`config.mk`:
```
export PLATFORM = sky130hd
export DESIGN_NAME = spi_target_regs
export DESIGN_NICKNAME = d
export VERILOG_FILES = /design/src/rtl/spi_tgt_pkg.sv /design/src/rtl/spi_tgt_sync.sv /design/src/rtl/spi_target_regs.sv
export SDC_FILE = /design/constraint.sdc
export NUM_CORES = 1
export LEC_CHECK = 0
export CAP_MARGIN = 25
export CORE_AREA = 2 2 141 143
export CTS_CLUSTER_DIAMETER = 50
export CTS_CLUSTER_SIZE = 30
export DETAILED_ROUTE_END_ITERATION = 10
export DIE_AREA = 0 0 143 145
export MAX_ROUTING_LAYER = met4
export PLACE_DENSITY = 0.77
export SKIP_CTS_REPAIR_TIMING = 1
export SLEW_MARGIN = 10
export SYNTH_ARGS = -nofsm -noshare
export SYNTH_HDL_FRONTEND = slang
export SYNTH_SLANG_ARGS = --single-unit
```
`constraint.sdc`:
```
create_clock -name wb_clk_i -period 10.45 [get_ports wb_clk_i]
set_input_delay 1.045 -clock wb_clk_i [delete_from_list [all_inputs] [get_ports wb_clk_i]]
set_output_delay 1.045 -clock wb_clk_i [all_outputs]
set_load 0.05 [all_outputs]
```
`src/rtl/spi_tgt_pkg.sv`:
```
// spi_tgt_pkg: shared FSM state type, sync byte and command field positions for spi_target_regs
package spi_tgt_pkg;
    typedef enum logic [1:0] {IDLE, CMD, DATA} state_t;
    localparam logic [7:0] SYNC_BYTE = 8'hA5;
    localparam int RW_BIT = 7;
    localparam int ADDR_LSB = 0;
endpackage

```
`src/rtl/spi_tgt_sync.sv`:
```
// spi_tgt_sync: N-stage synchronizer with one-cycle rise/fall pulses
// Ports: i_clk, i_rst (async, active-high), i_d async input, o_rise/o_fall event pulses.
module spi_tgt_sync #(
    parameter int STAGES = 2
) (
    input  logic i_clk,
    input  logic i_rst,
    input  logic i_d,
    output logic o_rise,
    output logic o_fall
);
    logic [STAGES-1:0] r_sync;
    logic              r_hist;
    logic              w_q;
    // Chain resets low so a CS_n already low at reset release produces no fall event.
    always_ff @(posedge i_clk or posedge i_rst) begin
        if (i_rst) begin
            r_sync <= '0;
            r_hist <= 1'b0;
        end else begin
            r_sync <= {r_sync[STAGES-2:0], i_d};
            r_hist <= w_q;
        end
    end
    assign w_q    = r_sync[STAGES-1];
    assign o_rise = w_q & ~r_hist;
    assign o_fall = ~w_q & r_hist;
endmodule

```
`src/rtl/spi_target_regs.sv`:
```
// spi_target_regs: SPI mode-0 target serving a 16 x 8 register file, plus a local access port
// Ports: wb_clk_i/wb_rst_i (async, active-high); spi_sck_i, spi_cs_n_i, spi_mosi_i in,
// spi_miso_o/spi_miso_oe_o out; loc_addr_i/loc_wdata_i/loc_we_i local write, loc_rdata_o
// combinational read; spi_wr_o/spi_wr_addr_o report SPI writes; busy_o while not IDLE.
// Define SPI_TGT_AUTOINC_EN to auto-increment the address after every data byte.
module spi_target_regs
    import spi_tgt_pkg::*;
#(
    parameter int REG_COUNT   = 16,
    parameter int ADDR_W      = 4,
    parameter int SYNC_STAGES = 2
) (
    input  logic              wb_clk_i,
    input  logic              wb_rst_i,
    input  logic              spi_sck_i,
    input  logic              spi_cs_n_i,
    input  logic              spi_mosi_i,
    output logic              spi_miso_o,
    output logic              spi_miso_oe_o,
    input  logic [ADDR_W-1:0] loc_addr_i,
    input  logic [7:0]        loc_wdata_i,
    input  logic              loc_we_i,
    output logic [7:0]        loc_rdata_o,
    output logic              spi_wr_o,
    output logic [ADDR_W-1:0] spi_wr_addr_o,
    output logic              busy_o
);
`ifdef SPI_TGT_AUTOINC_EN
    localparam int AUTOINC = 1;
`else
    localparam int AUTOINC = 0;
`endif
    logic [7:0]             r_regs [REG_COUNT];
    state_t                 r_state;
    logic [2:0]             r_bit_cnt;
    logic [6:0]             r_rx;
    logic [7:0]             r_tx, r_tx_next;
    logic                   r_rw, r_byte_done, r_wr;
    logic [ADDR_W-1:0]      r_addr, r_wr_addr;
    logic [SYNC_STAGES-1:0] r_mosi;
    logic                   w_sck_rise, w_sck_fall, w_cs_rise, w_cs_fall, w_last;
    logic [7:0]             w_rx_byte;
    logic [ADDR_W-1:0]      w_cmd_addr, w_next_addr;
    spi_tgt_sync #(.STAGES(SYNC_STAGES)) u_sck (
        .i_clk(wb_clk_i), .i_rst(wb_rst_i), .i_d(spi_sck_i), .o_rise(w_sck_rise), .o_fall(w_sck_fall)
    );
    spi_tgt_sync #(.STAGES(SYNC_STAGES)) u_cs (
        .i_clk(wb_clk_i), .i_rst(wb_rst_i), .i_d(spi_cs_n_i), .o_rise(w_cs_rise), .o_fall(w_cs_fall)
    );
    assign w_rx_byte   = {r_rx, r_mosi[SYNC_STAGES-1]};
    assign w_last      = r_bit_cnt == 3'd7;
    assign w_cmd_addr  = w_rx_byte[ADDR_LSB +: ADDR_W];
    assign w_next_addr = r_addr + ADDR_W'(AUTOINC);
    // Local write is issued first so a same-cycle SPI write to the same address overrides it.
    always_ff @(posedge wb_clk_i or posedge wb_rst_i) begin
        if (wb_rst_i) begin
            for (int i = 0; i < REG_COUNT; i++) r_regs[i] <= 8'h00;
            r_state     <= IDLE;
            r_bit_cnt   <= 3'd0;
            r_rx        <= 7'd0;
            r_tx        <= 8'h00;
            r_tx_next   <= 8'h00;
            r_rw        <= 1'b0;
            r_byte_done <= 1'b0;
            r_wr        <= 1'b0;
            r_addr      <= '0;
            r_wr_addr   <= '0;
            r_mosi      <= '0;
        end else begin
            r_mosi <= {r_mosi[SYNC_STAGES-2:0], spi_mosi_i};
            r_wr   <= 1'b0;
            if (loc_we_i) r_regs[loc_addr_i] <= loc_wdata_i;
            if (w_cs_rise) begin
                r_state <= IDLE;
            end else begin
                case (r_state)
                    IDLE: begin
                        if (w_cs_fall) begin
                            r_state     <= CMD;
                            r_bit_cnt   <= 3'd0;
                            r_tx        <= SYNC_BYTE;
                            r_byte_done <= 1'b0;
                        end
                    end
                    CMD, DATA: begin
                        if (w_sck_rise) begin
                            r_rx      <= w_rx_byte[6:0];
                            r_bit_cnt <= r_bit_cnt + 3'd1;
                            if (w_last) begin
                                r_byte_done <= 1'b1;
                                if (r_state == CMD) begin
                                    r_state   <= DATA;
                                    r_rw      <= w_rx_byte[RW_BIT];
                                    r_addr    <= w_cmd_addr;
                                    r_tx_next <= w_rx_byte[RW_BIT] ? r_regs[w_cmd_addr] : 8'h00;
                                end else if (r_rw) begin
                                    r_addr    <= w_next_addr;
                                    r_tx_next <= r_regs[w_next_addr];
                                end else begin
                                    r_regs[r_addr] <= w_rx_byte;
                                    r_wr           <= 1'b1;
                                    r_wr_addr      <= r_addr;
                                    r_addr         <= w_next_addr;
                                end
                            end
                        end
                        // The first fall after a byte boundary presents the next byte's MSB.
                        if (w_sck_fall) begin
                            r_tx        <= r_byte_done ? r_tx_next : {r_tx[6:0], 1'b0};
                            r_byte_done <= 1'b0;
                        end
                    end
                    default: r_state <= IDLE;
                endcase
            end
        end
    end
    assign spi_miso_o    = r_tx[7];
    assign spi_miso_oe_o = r_state != IDLE;
    assign busy_o        = r_state != IDLE;
    assign spi_wr_o      = r_wr;
    assign spi_wr_addr_o = r_wr_addr;
    assign loc_rdata_o   = r_regs[loc_addr_i];
endmodule

```
==> out/metrics.cfg, run 1 <==
[critical_path]
slowest_delay_ns = 0.72
worstPathArrival_ns = 3.52
cp_num_buf_inv = 2
cp-start-kind = primary input
critical_path.top_delay_family = buffers and inverters
cp.required_ns = 9.41
critPathMostFrequentCell = mux4_2
crit_chain = buf_2 > mux4_2 > mux4_2 > clkdlybuf4s50_1
critPathSlowestCell = clkdlybuf4s50_1
cp_max_fo = 39
critPathKind = in -> out
end_kind = output port

[drt]
wl_per_cell_um = 28.33
first_pass_iters = 6
antenna_left = 0
routed-via-count = 9176
drtIter0Drc = 1277
drc = 0
via_per_inst = 6.941
wl_um = 37450

[final_layout]
nets = 1068
area_growth_pct = 8.143
drive_gt1_share_pct = 15.15
stdcell_area_mm2 = 0.01233
fill_cells = 1507
final_cells = 1322

[die]
fp.dieW_um = 143
dieArea_mm2 = 0.02074
initial_core_util_pct = 59.36
io_pins = 34
core.rowCount = 51
core_area_mm2 = 0.01921
fp.dieH_um = 145

[yosys]
synthTopCellsByArea = dfrtp_1, mux2i_1, mux4_2, a21oi_1, nor2_1
synth.top_cell.area_share_pct = 38.41
yosysWarnings = 0
synth_top_cell_by_area = dfrtp_1
synth_cells = 1068
synth_edf_count = 0
synthArstFlopShare_pct = 100.0
avgSynthCellArea_um2 = 10.68
syn-num-nets = 1093
syn_area_mm2 = 0.01140
synth-seq-area-share_pct = 38.41
synthFlopType = dfrtp_1
synth-seq-cells = 175
synth.distinct_cells = 45

[timing]
finalMaxSlewViolations = 0
slew_headroom_pct = 22.39
min_period_ns = 4.561
finalSetupViolations = 0
hold_viol = 0
skew_ns = 0.01603
worst_pin_slew_ns = 1.161
period_share_pct = 43.64
max_clock_freq_ghz = 0.2193
rsz0062_at_grt = no
fin_setup_tns_ns = 0
setup_ws_ns = 5.889

[clocking]
cts_root_buffer = clkbuf_16
path_clk_slew_ns = 0.08
cts_sinks = 175
cts_buffer_depth = 2
worst_skew_pair.late_latency_ns = 0.45
cts_tree = yes
cts_buffers = 17
h-tree-depth = 4

[power]
p_leak_nw = 5.164
powerDensity_mw_per_mm2 = 205.1
peakVddDrop_uv = 133.8

[flow_run]
max_cap_violations = 0

[grt]
grt_usage_pct = 38.22
grt_pass1_wl_um = 56250
grt_max_degree = 98
overflow = 0
first_global_vias = 8638
antenna_found_initial = 1

[placed_design]
numPortBuffers = 33
gp_congestion = 1.131
dpl_worst_slack_ns = 5.915
hpwl_um = 25600
dp.cells = 1287
dpl_cell_area_mm2 = 0.01168

[hold_path]
min_path_type = reg -> reg

[outcome]
status = complete, no violations

## cell usage in the layout, fill, tap and decap left out, types with 8 or more instances in the layout
master / count
a21oi_1: 115
nand3_1: 20
buf_4: 10
clkbuf_16: 17
nand2_1: 58
a22oi_1: 24
mux2i_1: 228
clkdlybuf4s50_1: 31
dfrtp_1: 173
nand3_2: 11
a31oi_1: 13
a41oi_1: 8
nor2_4: 9
a22o_1: 18
nor3_1: 9
mux2_2: 20
o21ai_0: 19
mux4_2: 56
o21ai_1: 20
nor2_1: 114
inv_1: 10
## cell usage after synthesis, drive strengths merged, types with 2 or more instances
| cell | instances |
|---|---|
| a21oi | 115 |
| a22o | 18 |
| a22oi | 24 |
| a31oi | 13 |
| a41oi | 8 |
| and2 | 3 |
| buf | 62 |
| clkbuf | 28 |
| dfrtp | 175 |
| ha | 7 |
| inv | 11 |
| mux2 | 20 |
| mux2i | 228 |
| mux4 | 56 |
| nand2 | 58 |
| nand2b | 5 |
| nand3 | 31 |
| nand3b | 4 |
| nand4 | 2 |
| nor2 | 126 |
| nor2b | 8 |
| nor3 | 10 |
| nor3b | 4 |
| nor4 | 4 |
| o21ai | 39 |
| or2 | 3 |
## layout make-up
type | instances | area [um2] | share of cell area (%)
antenna | 1 | 2.502 | 0.02030
clock buffer | 19 | 442.9 | 3.592
inverter | 11 | 46.29 | 0.3755
sequential | 175 | 4384 | 35.56
tap | 265 | 331.6 | 2.689
clock inverter | 13 | 168.9 | 1.370
multi-input combinational | 792 | 6505 | 52.76
timing repair buffer | 46 | 447.9 | 3.633
## registers in the layout, indices dropped and copies added, names as in the netlist
signal / cells
u_cs.r_hist: 1
u_sck.r_hist: 1
r_regs: 128
u_cs.r_sync: 2
r_state: 2
r_byte_done: 1
r_tx: 8
spi_wr_addr_o: 4
r_bit_cnt: 3
r_rx: 7
r_addr: 4
r_rw: 1
r_mosi: 2
r_tx_next: 8
u_sck.r_sync: 2
spi_wr_o: 1
## layer usage
metal  vias up  track usage [%]  part of all wire [%]
met1      4477            53.55                    39
met5         -                -                     0
met3       149            10.20                    13
li1       3892                -                     -
met2       658            52.11                    43
met4         0            17.18                   5.5
## per-stage QoR
step	utilization, %	hold WS, ns	power (mW)
3_5_place_dp	60.82	0.3364	1.818
5_1_grt	64.19	0.3624	2.606
6_report	64.19	0.3515	2.528
4_1_cts	64.01	0.3544	2.482
2_1_floorplan	-	0.3312	1.513
3_3_place_gp	60.72	0.3335	1.797
## report_power, final
part	switching [mW]	leakage [nW]	total [mW]	internal (mW)
Sequential	0.290	2.02	1.11	0.818
Combinational	0.426	2.85	0.749	0.324
Clock	0.320	0.296	0.670	0.351
## final timing paths
check / from / end / slack (ns) / cells past startpoint
worst max-delay path: loc_addr_i[1] / loc_rdata_o[7] / 5.89 / 4
worst min-delay path: u_cs.r_sync[0] / u_cs.r_sync[1] / 0.35 / 0
worst max register to register: r_rx[1] / r_tx_next[0] / 7.71 / 5
worst min register to register: u_cs.r_sync[0] / u_cs.r_sync[1] / 0.35 / 0
max in group asynchronous: wb_rst_i / r_mosi[1] / 8.12 / 4
min in group asynchronous: wb_rst_i / r_state[0] / 1.13 / 2
## logic make-up after synthesis
logic type,count (synthesis),synth area share [%]
mux,304,33.06
flops,175,38.41
simple gates,260,11.85
compound gates,220,11.27
buf+inv,101,4.554
fa+ha+maj,8,0.8560
Power figures use the tool's default switching activity.
==> run 2: changes to the inputs <==
--- a/config.mk
+++ b/config.mk
@@ -6,11 +6,11 @@
 export NUM_CORES = 1
 export LEC_CHECK = 0
 export CAP_MARGIN = 25
-export CORE_AREA = 2 2 141 143
+export CORE_AREA = 2 2 145 147
 export CTS_CLUSTER_DIAMETER = 50
 export CTS_CLUSTER_SIZE = 30
 export DETAILED_ROUTE_END_ITERATION = 10
-export DIE_AREA = 0 0 143 145
+export DIE_AREA = 0 0 147 149
 export MAX_ROUTING_LAYER = met4
 export PLACE_DENSITY = 0.77
 export SKIP_CTS_REPAIR_TIMING = 1
==> constraint.sdc (replaced) <==
create_clock -name wb_clk_i -period 3.7 [get_ports wb_clk_i]
set_input_delay 0.37 -clock wb_clk_i [delete_from_list [all_inputs] [get_ports wb_clk_i]]
set_output_delay 0.37 -clock wb_clk_i [all_outputs]
set_load 0.05 [all_outputs]
==> run 2 against run 1 <==
Against the previous run: first-iteration DRC count fell by 18%; final cell count rose by 1.5%; sequential power rose to 2.8 times the previous value; critical path depth rose by 1; clock power rose to 2.9 times the previous value; combinational power rose to 2.9 times the previous value; design area rose by 1.6%; count of clock-buffer cells in the layout fell by 2; sequential share of layout area fell by 0.54 points; setup slack got worse by 5.3 ns; utilization fell by 3.3 points.
==> out/metrics.cfg, run 2 (synthesized netlist as in run 1, its figures left out) <==
[critical_path]
cp-start-kind = primary input
critPathLaunch = loc_addr_i[1]
crit_chain = buf_2 > buf_4 > mux4_2 > mux4_2 > clkdlybuf4s50_1
slowest_delay_ns = 0.71  ; about the same
worstPathArrival_ns = 2.75  ; -0.77 ns
critPathSlowestCell = clkdlybuf4s50_1
critPathMostFrequentCell = mux4_2
cp_max_fo = 30  ; -23%
critPathKind = in -> out
crit-reg2reg-launch = r_state[0]
rr_worst_depth = 6  ; +1
critical_path.top_delay_family = buffers and inverters
worstReg2RegEnd = r_regs[55]
cp.depth = 5  ; +1
worst-r2r-setup-slack_ns = 0.99  ; -6.72 ns
end_kind = output port
cp_num_buf_inv = 3  ; +1
cp.required_ns = 3.33  ; -6.08 ns
endpoint = loc_rdata_o[2]

[timing]
fin_setup_tns_ns = 0  ; unchanged
period_share_pct = 84.26
finalMaxSlewViolations = 0  ; unchanged
max_clock_freq_ghz = 0.3208
worst_pin_slew_ns = 1.089  ; -0.07149 ns
hold_slack_ns = 0.3388  ; -0.01270 ns
skew_ns = 0.01606  ; +0.00002520 ns
rsz0062_at_grt = no
hold_viol = 0  ; unchanged
min_period_ns = 3.118
slew_headroom_pct = 27.17  ; +4.8 points
finalSetupViolations = 0  ; unchanged

[drt]
drc = 0  ; unchanged
via_per_inst = 6.785  ; -2.3%
routed-via-count = 9105  ; -0.77%
drtIter0Drc = 1049  ; -18%
first_pass_iters = 6  ; unchanged
wl_um = 36810  ; -1.7%
antenna_left = 0  ; unchanged
wl_per_cell_um = 27.43  ; -3.2%

[die]
initial_core_util_pct = 55.46  ; -3.9 points
fp.dieH_um = 149  ; +2.8%
io_pins = 34  ; unchanged
core_area_mm2 = 0.02056  ; +7.0%
dieArea_mm2 = 0.02190  ; +5.6%
fp.dieW_um = 147  ; +2.8%
core.rowCount = 53  ; +3.9%

[clocking]
path_clk_slew_ns = 0.08  ; about the same
cts_sinks = 175  ; unchanged
worst_skew_pair.late_latency_ns = 0.45  ; about the same
cts_root_buffer = clkbuf_16
h-tree-depth = 4  ; unchanged
cts_tree = yes
cts_buffers = 17  ; unchanged
cts_buffer_depth = 2  ; unchanged

[power]
powerDensity_mw_per_mm2 = 575.3  ; +180%
peakVddDrop_uv = 363.6  ; +170%
p_leak_nw = 5.246  ; +1.6%

[grt]
first_global_vias = 8716  ; +0.90%
grt_max_degree = 52  ; -47%
grt_usage_pct = 35.36  ; -2.9 points
antenna_found_initial = 0  ; -1
grt_pass1_wl_um = 55580  ; -1.2%
overflow = 0  ; unchanged

[final_layout]
antenna_cells = 0  ; -1
top_register = r_regs
reg.largest.list = r_regs x128, r_tx x8, r_tx_next x8
final_common_cell = mux2i_1
area_growth_pct = 9.823
fill_cells = 1676  ; +11%
nets = 1079  ; +1.0%
mostFrequentLayoutCells = mux2i_1, dfrtp_1, a21oi_1, nor2_1, nand2_1
drive_gt1_share_pct = 16.03  ; +0.87 points
largest_reg_flops = 128  ; unchanged

[flow_run]
max_cap_violations = 0  ; unchanged

[hold_path]
min_path_type = in -> async

[placed_design]
hpwl_um = 25900  ; +1.2%
gp_congestion = 1.023  ; -9.6%
numPortBuffers = 33  ; unchanged

[outcome]
status = complete, no violations

## run 2: changes by cell type in the layout (fill, tap and decap cells not counted), sizes merged
cell | previous run | this run
diode | 1 | 0
clkinvlp | 1 | 2
bufinv | 1 | 2
clkinv | 5 | 7
clkbuf | 19 | 17
buf | 15 | 26
inv | 17 | 15
## run 2: how the worst min path moves through the flow
stage,end,slack [ns],start
2_1_floorplan,r_mosi[1],0.33,r_mosi[0]
3_3_place_gp,r_mosi[1],0.33,r_mosi[0]
3_5_place_dp,u_cs.r_sync[1],0.34,u_cs.r_sync[0]
4_1_cts,u_sck.r_sync[0],0.35,spi_sck_i
5_1_grt,r_regs[48],0.36,wb_rst_i
6_report,r_regs[48],0.34,wb_rst_i
## run 2: layer usage
metal  share of wire [%]  global-route usage [%]  up-vias  wire length, um
met4                 5.5                   17.40        0             2017
met2                  43                   49.62      624            15760
li1                    -                       -     3915                -
met3                  10                   7.798      140             3864
met1                  41                   48.84     4426            15160
met5                   0                       -        -                0
## run 2: final cells by class
class / instances / area [um2] / share of cell area [%]
Multi-Input combinational cell: 792 / 6502 / 51.93
Tap cell: 275 / 344.1 / 2.748
Timing Repair Buffer: 57 / 599.3 / 4.787
Sequential cell: 175 / 4384 / 35.02
Inverter: 11 / 45.04 / 0.3597
Clock inverter: 15 / 220.2 / 1.759
Clock buffer: 17 / 425.4 / 3.398
## run 2: power by group
| group | switching (mW) | internal (mW) | leakage, nW |
|---|---|---|---|
| sequential | 0.771 | 2.31 | 2.02 |
| clock | 0.916 | 1.04 | 0.308 |
| combinational | 1.21 | 0.946 | 2.92 |
| total | 2.90 | 4.30 | 5.25 |
## run 2: per-stage QoR
| stage | utilization, % | instances | power, mW | setup WS [ns] | area (um2) |
|---|---|---|---|---|---|
| floorplan | - | 1068 | 4.274 | 1.091 | 11400 |
| global placement | 57.58 | 1308 | 5.119 | 0.6718 | 11840 |
| detailed placement | 57.58 | 1308 | 5.162 | 0.6042 | 11840 |
| CTS | 60.72 | 1340 | 7.109 | 0.6068 | 12480 |
| global route | 60.91 | 1342 | 7.424 | 0.5034 | 12520 |
| finish | 60.91 | 1342 | 7.203 | 0.5824 | 12520 |
## run 2: worst reg2reg max path: cells and delay by family, from the launching register on
| kind | cells | cell delay (ns) |
|---|---|---|
| flip-flops | 1 | 0.43 |
| AO/OA/AOI/OAI | 1 | 0.07 |
| adder cells (fa/ha/maj) | 1 | 0.61 |
| buffers and inverters | 1 | 0.09 |
| AND/OR/NAND/NOR | 3 | 1.37 |
==> run 3: changes to the inputs <==
--- a/config.mk
+++ b/config.mk
@@ -6,11 +6,11 @@
 export NUM_CORES = 1
 export LEC_CHECK = 0
 export CAP_MARGIN = 25
-export CORE_AREA = 2 2 145 147
+export CORE_AREA = 2 2 141 143
 export CTS_CLUSTER_DIAMETER = 50
 export CTS_CLUSTER_SIZE = 30
 export DETAILED_ROUTE_END_ITERATION = 10
-export DIE_AREA = 0 0 147 149
+export DIE_AREA = 0 0 143 145
 export MAX_ROUTING_LAYER = met4
 export PLACE_DENSITY = 0.77
 export SKIP_CTS_REPAIR_TIMING = 1
==> constraint.sdc (replaced) <==
create_clock -name wb_clk_i -period 2.9 [get_ports wb_clk_i]
set_input_delay 0.29 -clock wb_clk_i [delete_from_list [all_inputs] [get_ports wb_clk_i]]
set_output_delay 0.29 -clock wb_clk_i [all_outputs]
set_load 0.05 [all_outputs]
==> run 3 against run 2 <==
Against the previous run: count of clock-buffer cells in the layout is 2 higher; flip-flop and latch count stayed put; via count is 2.1% lower; clock skew is 0.0046 ns lower; critical path type is now reg -> reg; highest routed layer unchanged.
==> out/metrics.cfg, run 3 (synthesized netlist as in run 1, its figures left out) <==
[final_layout]
area_growth_pct = 9.361
drive_gt1_share_pct = 17.82  ; +1.8 points
fin_util_pct = 64.91  ; +4.0 points
reg.largest.list = r_regs x128, r_tx x8, r_tx_next x8
stdcell_area_mm2 = 0.01247  ; -0.42%
final_cells = 1349  ; +0.52%
top_register = r_regs
nets = 1095  ; +1.5%
mostFrequentLayoutCells = mux2i_1, dfrtp_1, a21oi_1, nor2_1, nand2_1
final_common_cell = mux2i_1
largest_reg_flops = 128  ; unchanged

[critical_path]
cp-start-kind = flop
slowest_delay_ns = 0.59  ; -0.12 ns
crit_chain = inv_1 > ha_1 > and4_4 > and2_1 > a41oi_1
critPathKind = reg -> reg
cp_num_buf_inv = 1  ; -2
worstPathArrival_ns = 2.80  ; +0.05 ns
critPathSlowestCell = ha_1
cp_max_fo = 16  ; -47%
cp.required_ns = 3.17  ; -0.16 ns
critical_path.top_delay_family = simple AND/OR/NAND/NOR gates
end_kind = flop

[placed_design]
gp_congestion = 0.9930  ; -2.9%
dpl_worst_slack_ns = 0.4424  ; -0.1617 ns
dpl_cell_area_mm2 = 0.01193  ; +0.76%
dp.cells = 1316  ; +0.61%
numPortBuffers = 33  ; unchanged
hpwl_um = 23300  ; -10%

[drt]
drc = 0  ; unchanged
wl_um = 33540  ; -8.9%
routed-via-count = 8913  ; -2.1%
via_per_inst = 6.607  ; -2.6%
drtIter0Drc = 1070  ; +2.0%
wl_per_cell_um = 24.86  ; -9.4%
antenna_left = 0  ; unchanged
first_pass_iters = 7  ; +1

[die]
core_area_mm2 = 0.01921  ; -6.6%
fp.dieH_um = 145  ; -2.7%
core.rowCount = 51  ; -3.8%
fp.dieW_um = 143  ; -2.7%
initial_core_util_pct = 59.36  ; +3.9 points
dieArea_mm2 = 0.02074  ; -5.3%
io_pins = 34  ; unchanged

[power]
finalPower_mw = 8.660  ; +20%
switching_share_pct = 39.28  ; -1.0 points
clkPwrFrac_pct = 25.0  ; -2.2 points
seqPwrFrac_pct = 42.8  ; about the same
powerDensity_mw_per_mm2 = 694.6  ; +21%
power_frac_comb_pct = 32.2  ; +2.2 points
internal_power_mw = 5.259  ; +22%
peakVddDrop_uv = 408.7  ; +12%
p_leak_nw = 5.273  ; +0.52%
p_switching_mw = 3.401  ; +17%

[flow_run]
max_cap_violations = 0  ; unchanged

[timing]
finalMaxSlewViolations = 0  ; unchanged
finalSetupViolations = 0  ; unchanged
fin_setup_tns_ns = 0  ; unchanged
min_period_ns = 2.532
slew_headroom_pct = 32.36  ; +5.2 points
setup_ws_ns = 0.3681  ; -0.2143 ns
rsz0062_at_grt = no
skew_ns = 0.01146  ; -0.004598 ns
hold_viol = 0  ; unchanged
max_clock_freq_ghz = 0.3950
period_share_pct = 87.31
worst_pin_slew_ns = 1.011  ; -0.07764 ns
hold_slack_ns = 0.2746  ; -0.06416 ns

[clocking]
h-tree-depth = 4  ; unchanged
worst_skew_pair.late_latency_ns = 0.44  ; about the same
cts_tree = yes
cts_buffer_depth = 2  ; unchanged
cts_sinks = 175  ; unchanged
cts_root_buffer = clkbuf_16
cts_buffers = 17  ; unchanged
path_clk_slew_ns = 0.07  ; about the same

[grt]
grt_usage_pct = 34.23  ; -1.1 points
antenna_found_initial = 1  ; +1
first_global_vias = 8566  ; -1.7%
grt_max_degree = 65  ; +25%
overflow = 0  ; unchanged
grt_pass1_wl_um = 51860  ; -6.7%

[hold_path]
min_path_type = in -> async

[outcome]
status = complete, no violations

## run 3: worst paths after layout
kind | end | cells after the start | slack (ns) | start
worst max-delay path | r_tx_next[2] | 5 | 0.37 | r_state[0]
worst min-delay path | r_regs[73] | 2 | 0.27 | wb_rst_i
worst max register to register | r_tx_next[2] | 5 | 0.37 | r_state[0]
worst min register to register | u_sck.r_sync[1] | 0 | 0.35 | u_sck.r_sync[0]
max in group asynchronous | r_regs[113] | 3 | 1.86 | wb_rst_i
min in group wb_clk_i | u_cs.r_sync[0] | 1 | 0.28 | spi_cs_n_i
## run 3: power groups by stage
stage / combinational (mW) / clock (mW) / sequential (mW)
2_1_floorplan: 2.10 / 0 / 3.35
3_3_place_gp: 2.68 / 0 / 3.66
3_5_place_dp: 2.73 / 0 / 3.70
4_1_cts: 2.74 / 2.19 / 3.66
5_1_grt: 2.98 / 2.30 / 3.76
6_report: 2.79 / 2.16 / 3.70
## run 3: area by class of cell
class / count / area (um2)
multi-input combinational: 792 / 6502
sequential: 175 / 4384
fill: 1520 / 6739
tap: 265 / 331.6
timing repair buffer: 73 / 663.1
clock buffer: 19 / 432.9
inverter: 11 / 45.04
clock inverter: 13 / 106.4
antenna: 1 / 2.502
## run 3: routing by layer
layer / global-route usage (%) / routed length [um] / up-vias
li1: - / - / 3944
met1: 48.89 / 13880 / 4369
met3: 8.746 / 3718 / 85
met5: - / 0 / -
met2: 45.91 / 14410 / 515
met4: 15.45 / 1533 / 0
==> RTL edit 1 (config.mk and constraints of run 2) <==
Put a register stage on the outputs `spi_miso_o`, `spi_miso_oe_o`, `loc_rdata_o` and `busy_o`, cleared by the reset. The values now appear one clock later. The other outputs are not delayed to match. Comments in the files are not updated.
--- a/src/rtl/spi_target_regs.sv
+++ b/src/rtl/spi_target_regs.sv
@@ -115,11 +115,20 @@
             end
         end
     end
-    assign spi_miso_o    = r_tx[7];
-    assign spi_miso_oe_o = r_state != IDLE;
-    assign busy_o        = r_state != IDLE;
+    always_ff @(posedge wb_clk_i or posedge wb_rst_i) begin
+        if (wb_rst_i) begin
+            spi_miso_o    <= '0;
+            spi_miso_oe_o <= '0;
+            loc_rdata_o   <= '0;
+            busy_o        <= '0;
+        end else begin
+            spi_miso_o    <= r_tx[7];
+            spi_miso_oe_o <= r_state != IDLE;
+            loc_rdata_o   <= r_regs[loc_addr_i];
+            busy_o        <= r_state != IDLE;
+        end
+    end
     assign spi_wr_o      = r_wr;
     assign spi_wr_addr_o = r_wr_addr;
-    assign loc_rdata_o   = r_regs[loc_addr_i];
 endmodule
 
Behaviour: not the same (Yosys sat finds a counterexample within 4 cycles, from zero or initial values and one cycle with wb_rst_i high).
==> RTL edit 1 against run 2 <==
Setup slack got worse by 42 ps. Routed wire length decreased by 7.3%. Fmax decreased by 1.3%. Die area unchanged. Count of clock-buffer cells in the layout unchanged. Design area increased by 1.1%. Sequential cell count increased by 10. Power decreased by 1.6%. Area after synthesis increased by 1.7%. Largest cell class unchanged.
==> RTL edit 1: results (changes against run 2) <==
- Status: finished clean
- Share of cells above drive strength 1: 15.0% (-0.98 points)
- Peak VDD IR: 0.348 mV (-4.2%)
- CP delay by family, top: simple AND/OR/NAND/NOR gates
- Yosys cell types: 46 (+2.2%)
- Worst slew pin tran: 1070 ps (-15.1 ps)
- Global Route Usage Sum: 33.1% (-2.3 points)
- Proportion of synthesized chip area in sequential cells: 39.9% (+1.5 points)
- Worst Skew: 13.1 ps (-2.99 ps)
- Placer Congestion: 0.992 (-3.0%)
- Critical Path Max Stage Delay: 950 ps (+240 ps)
- Vias in the first global route: 8,589 (-1.5%)
- Hpwl dp: 23,100 um (-11%)
- Main area contributors after synthesis: dfrtp_1, mux2i_1, mux4_2
- FF-to-FF path depth: 7 (+1)
- CP Launch Point: r_state[0]
- Place WS: 659 ps (+54.7 ps)
- Sw Share: 39.2% (-1.0 points)
- Initial antenna violation count: 1 (+1)
- Critical Path Sink: r_regs[26]
- Starting DRT DRC Count: 1,320 (+26%)
- Final Critical Period: 3160 ps (+42.0 ps)
- Flop-to-flop setup slack: 540 ps (-450 ps)
- Max FO, Critical Path: 16 (-47%)
- Nets: 1,090 (+1.0%)
- Critical Path AT: 3460 ps (+710 ps)
- First-pass GRT wire length: 52,700 um (-5.1%)
- Fillers: 1,613 (-3.8%)
- Leak: 5.15 nW (-1.8%)
- Vias per cell: 6.77 (-0.27%)
- Reg-to-reg endpoint: r_regs[26]
- IO buf count: 33 (unchanged)
- CP max stage cell: or4b_1
- Post-Route WL: 34,100 um (-7.3%)
- Reg power frac: 43.9% (+1.1 points)
RTL edit 1: changes by cell type in the layout (fill, tap and decap cells not counted), moves of 6 or more:
cell and change:
o21ai_0 +38, a21oi_1 -37, nor2_1 -30, nand2_1 +26, buf_4 +11, nand3_2 -11
a22o_1 +10, a22oi_1 -10, dfrtp_1 +10, nor2_4 -8, nand3_1 -7, nor4_2 +7
o21ai_1 -6
RTL edit 1: cell type report:
cell class / count / area (sq um) / share of cell area, %
inverter: 12 / 48.8 / 0.385
multi-input combinational: 783 / 6420 / 50.7
timing repair buffer: 65 / 631 / 4.98
clock buffer: 17 / 425 / 3.36
clock inverter: 15 / 155 / 1.23
tap: 275 / 344 / 2.72
sequential: 185 / 4630 / 36.6
antenna: 2 / 5.00 / 0.0395
RTL edit 1: kinds of logic after synthesis:
group / after synthesis / synth area share, %
flops: 185 / 39.9
buf+inv: 112 / 4.67
fa+ha+maj: 9 / 0.950
compound gates: 220 / 11.2
mux: 304 / 32.6
simple gates: 250 / 10.5
RTL edit 1: per-layer routing:
metal	global-route usage, %	vias up	wire, um
met5	-	-	0
met3	6.91	114	3580
met1	45.2	4519	13700
met4	15.5	0	1820
li1	-	3951	-
met2	47.7	578	15000
RTL edit 1: through the flow:
stage	hold slack [ps]	utilization, %	cells	power, mW	area [sq um]
after global routing	350	61.6	1353	7.36	12700
after floorplan	331	-	1080	4.40	11600
final	316	61.6	1354	7.09	12700
after detailed placement	336	58.6	1319	5.19	12000
after global placement	337	58.6	1319	5.11	12000
after CTS	352	61.4	1351	7.00	12600
RTL edit 1: worst reg2reg max path, cell delays in order (launching register included):
cell	delay, ps
dfrtp_1	430
inv_1	100
ha_1	520
and3b_1	230
nand2_1	470
or4b_1	960
nor2_1	240
a21oi_1	70
==> RTL edit 2 (config.mk and constraints of run 2) <==
Made on the original files. Add a define of `SPI_TGT_AUTOINC_EN`.
--- a/src/rtl/spi_target_regs.sv
+++ b/src/rtl/spi_target_regs.sv
@@ -3,6 +3,8 @@
 // spi_miso_o/spi_miso_oe_o out; loc_addr_i/loc_wdata_i/loc_we_i local write, loc_rdata_o
 // combinational read; spi_wr_o/spi_wr_addr_o report SPI writes; busy_o while not IDLE.
 // Define SPI_TGT_AUTOINC_EN to auto-increment the address after every data byte.
+`define SPI_TGT_AUTOINC_EN
+
 module spi_target_regs
     import spi_tgt_pkg::*;
 #(
Formal check against the unedited RTL: no difference found for any inputs over 4 cycles, from zero or initial values and one cycle with wb_rst_i high; that may be too few to reach the edited logic, so the function may still have changed.
==> RTL edit 2 against run 2 <==
Die area unchanged. Utilization increased by 0.68 points. Clock power decreased by 3%. Area after synthesis increased by 2.6%. Sequential share of layout area decreased by 0.42 points. Count of clock-buffer cells in the layout increased by 2. Sequential cell count unchanged. Design area increased by 1.1%. Critical endpoint is now loc_rdata_o[0]. Routed wire length decreased by 7.5%. Via count increased by 0.87%. Combinational power about the same. Setup slack got worse by 67 ps. Power decreased by 2.9%.
==> RTL edit 2: results (changes against run 2) <==
- Gate Count Post-Synth: 1,096 (+2.6%)
- Hpwl dp: 24,000 um (-7.4%)
- Number of placed instances, taps included: 1,340 (+2.4%)
- Pre-antenna DRT Iters: 5 (-1)
- Max FO, Critical Path: 26 (-13%)
- Skew-Pair Late Insertion Delay: 440 ps
- Starting DRT DRC Count: 1,291 (+23%)
- Yosys cell types: 60 (+33%)
- Peak VDD IR: 0.310 mV (-15%)
- P_sw: 2.63 mW (-9.3%)
- Vias per cell: 6.69 (-1.4%)
- Top cells by count, synth: mux2i_1, dfrtp_1, nand2_1
- Proportion of synthesized chip area in sequential cells: 37.5% (-0.96 points)
- HP Class: reg -> reg
- Global Route Usage Sum: 33.2% (-2.1 points)
- Pin count of the biggest net entering global routing: 97 (+87%)
- Vias in the first global route: 8,818 (+1.2%)
- Area after DPL: 0.0121 sq mm (+1.8%)
- Share of cells above drive strength 1: 15.8% (-0.27 points)
- Nets: 1,113 (+3.2%)
- Worst slew pin tran: 1080 ps (-4.69 ps)
- First-pass GRT wire length: 53,600 um (-3.5%)
- Main area contributors after synthesis: dfrtp_1, mux2i_1, mux4_2
- Leak: 5.58 nW (+6.4%)
- Status: finished clean
- Worst Skew: 12.5 ps (-3.55 ps)
- Via count: 9,184 (+0.87%)
-- RTL edit 2: final timing paths --
kind                           startpoint              to  slack (ps)  depth (start not counted)
setup reg to reg               r_state[0]      r_regs[82]         890                          6
hold reg to reg            u_cs.r_sync[0]  u_cs.r_sync[1]         360                          0
max in group asynchronous        wb_rst_i       r_mosi[1]        2800                          3
setup / recovery            loc_addr_i[1]  loc_rdata_o[0]         520                          4
min in group asynchronous        wb_rst_i      r_regs[99]         410                          3
hold / removal             u_cs.r_sync[0]  u_cs.r_sync[1]         360                          0
-- RTL edit 2: area by class of cell --
| type | count | area (sq um) |
|---|---|---|
| Multi-Input combinational cell | 811 | 6670 |
| Sequential cell | 175 | 4380 |
| Fill cell | 1643 | 7900 |
| Clock buffer | 19 | 453 |
| Inverter | 16 | 63.8 |
| Clock inverter | 13 | 149 |
| Timing Repair Buffer | 64 | 603 |
| Tap cell | 275 | 344 |
-- RTL edit 2: kinds of logic after synthesis --
group	synth area share, %
and+or+nand+nor	14.5
muxes	30.5
AOI/OAI and AO/OA	10.4
DFF	37.5
buffers and inverters	5.75
adders and majority gates	1.16
xor gates and xnor gates	0.225
-- RTL edit 2: critical path, cell delays in order --
cell             delay (ps)
buf_2                   540
mux4_1                  640
mux4_2                  510
clkdlybuf4s50_1         730
-- RTL edit 2: metal layers --
layer | global-route usage, % | routed length, um
met2 | 47.3 | 15000
met4 | 12.2 | 1070
met5 | - | 0
met3 | 6.73 | 3620
met1 | 47.6 | 14300
-- RTL edit 2: power groups by stage --
stage               Clock (mW)  Combinational (mW)  Sequential (mW)
global route              1.98                2.35             2.96
finish                    1.90                2.16             2.94
CTS                       1.90                2.14             2.88
floorplan                    0                1.74             2.63
detailed placement           0                2.13             2.91
global placement             0                2.06             2.90
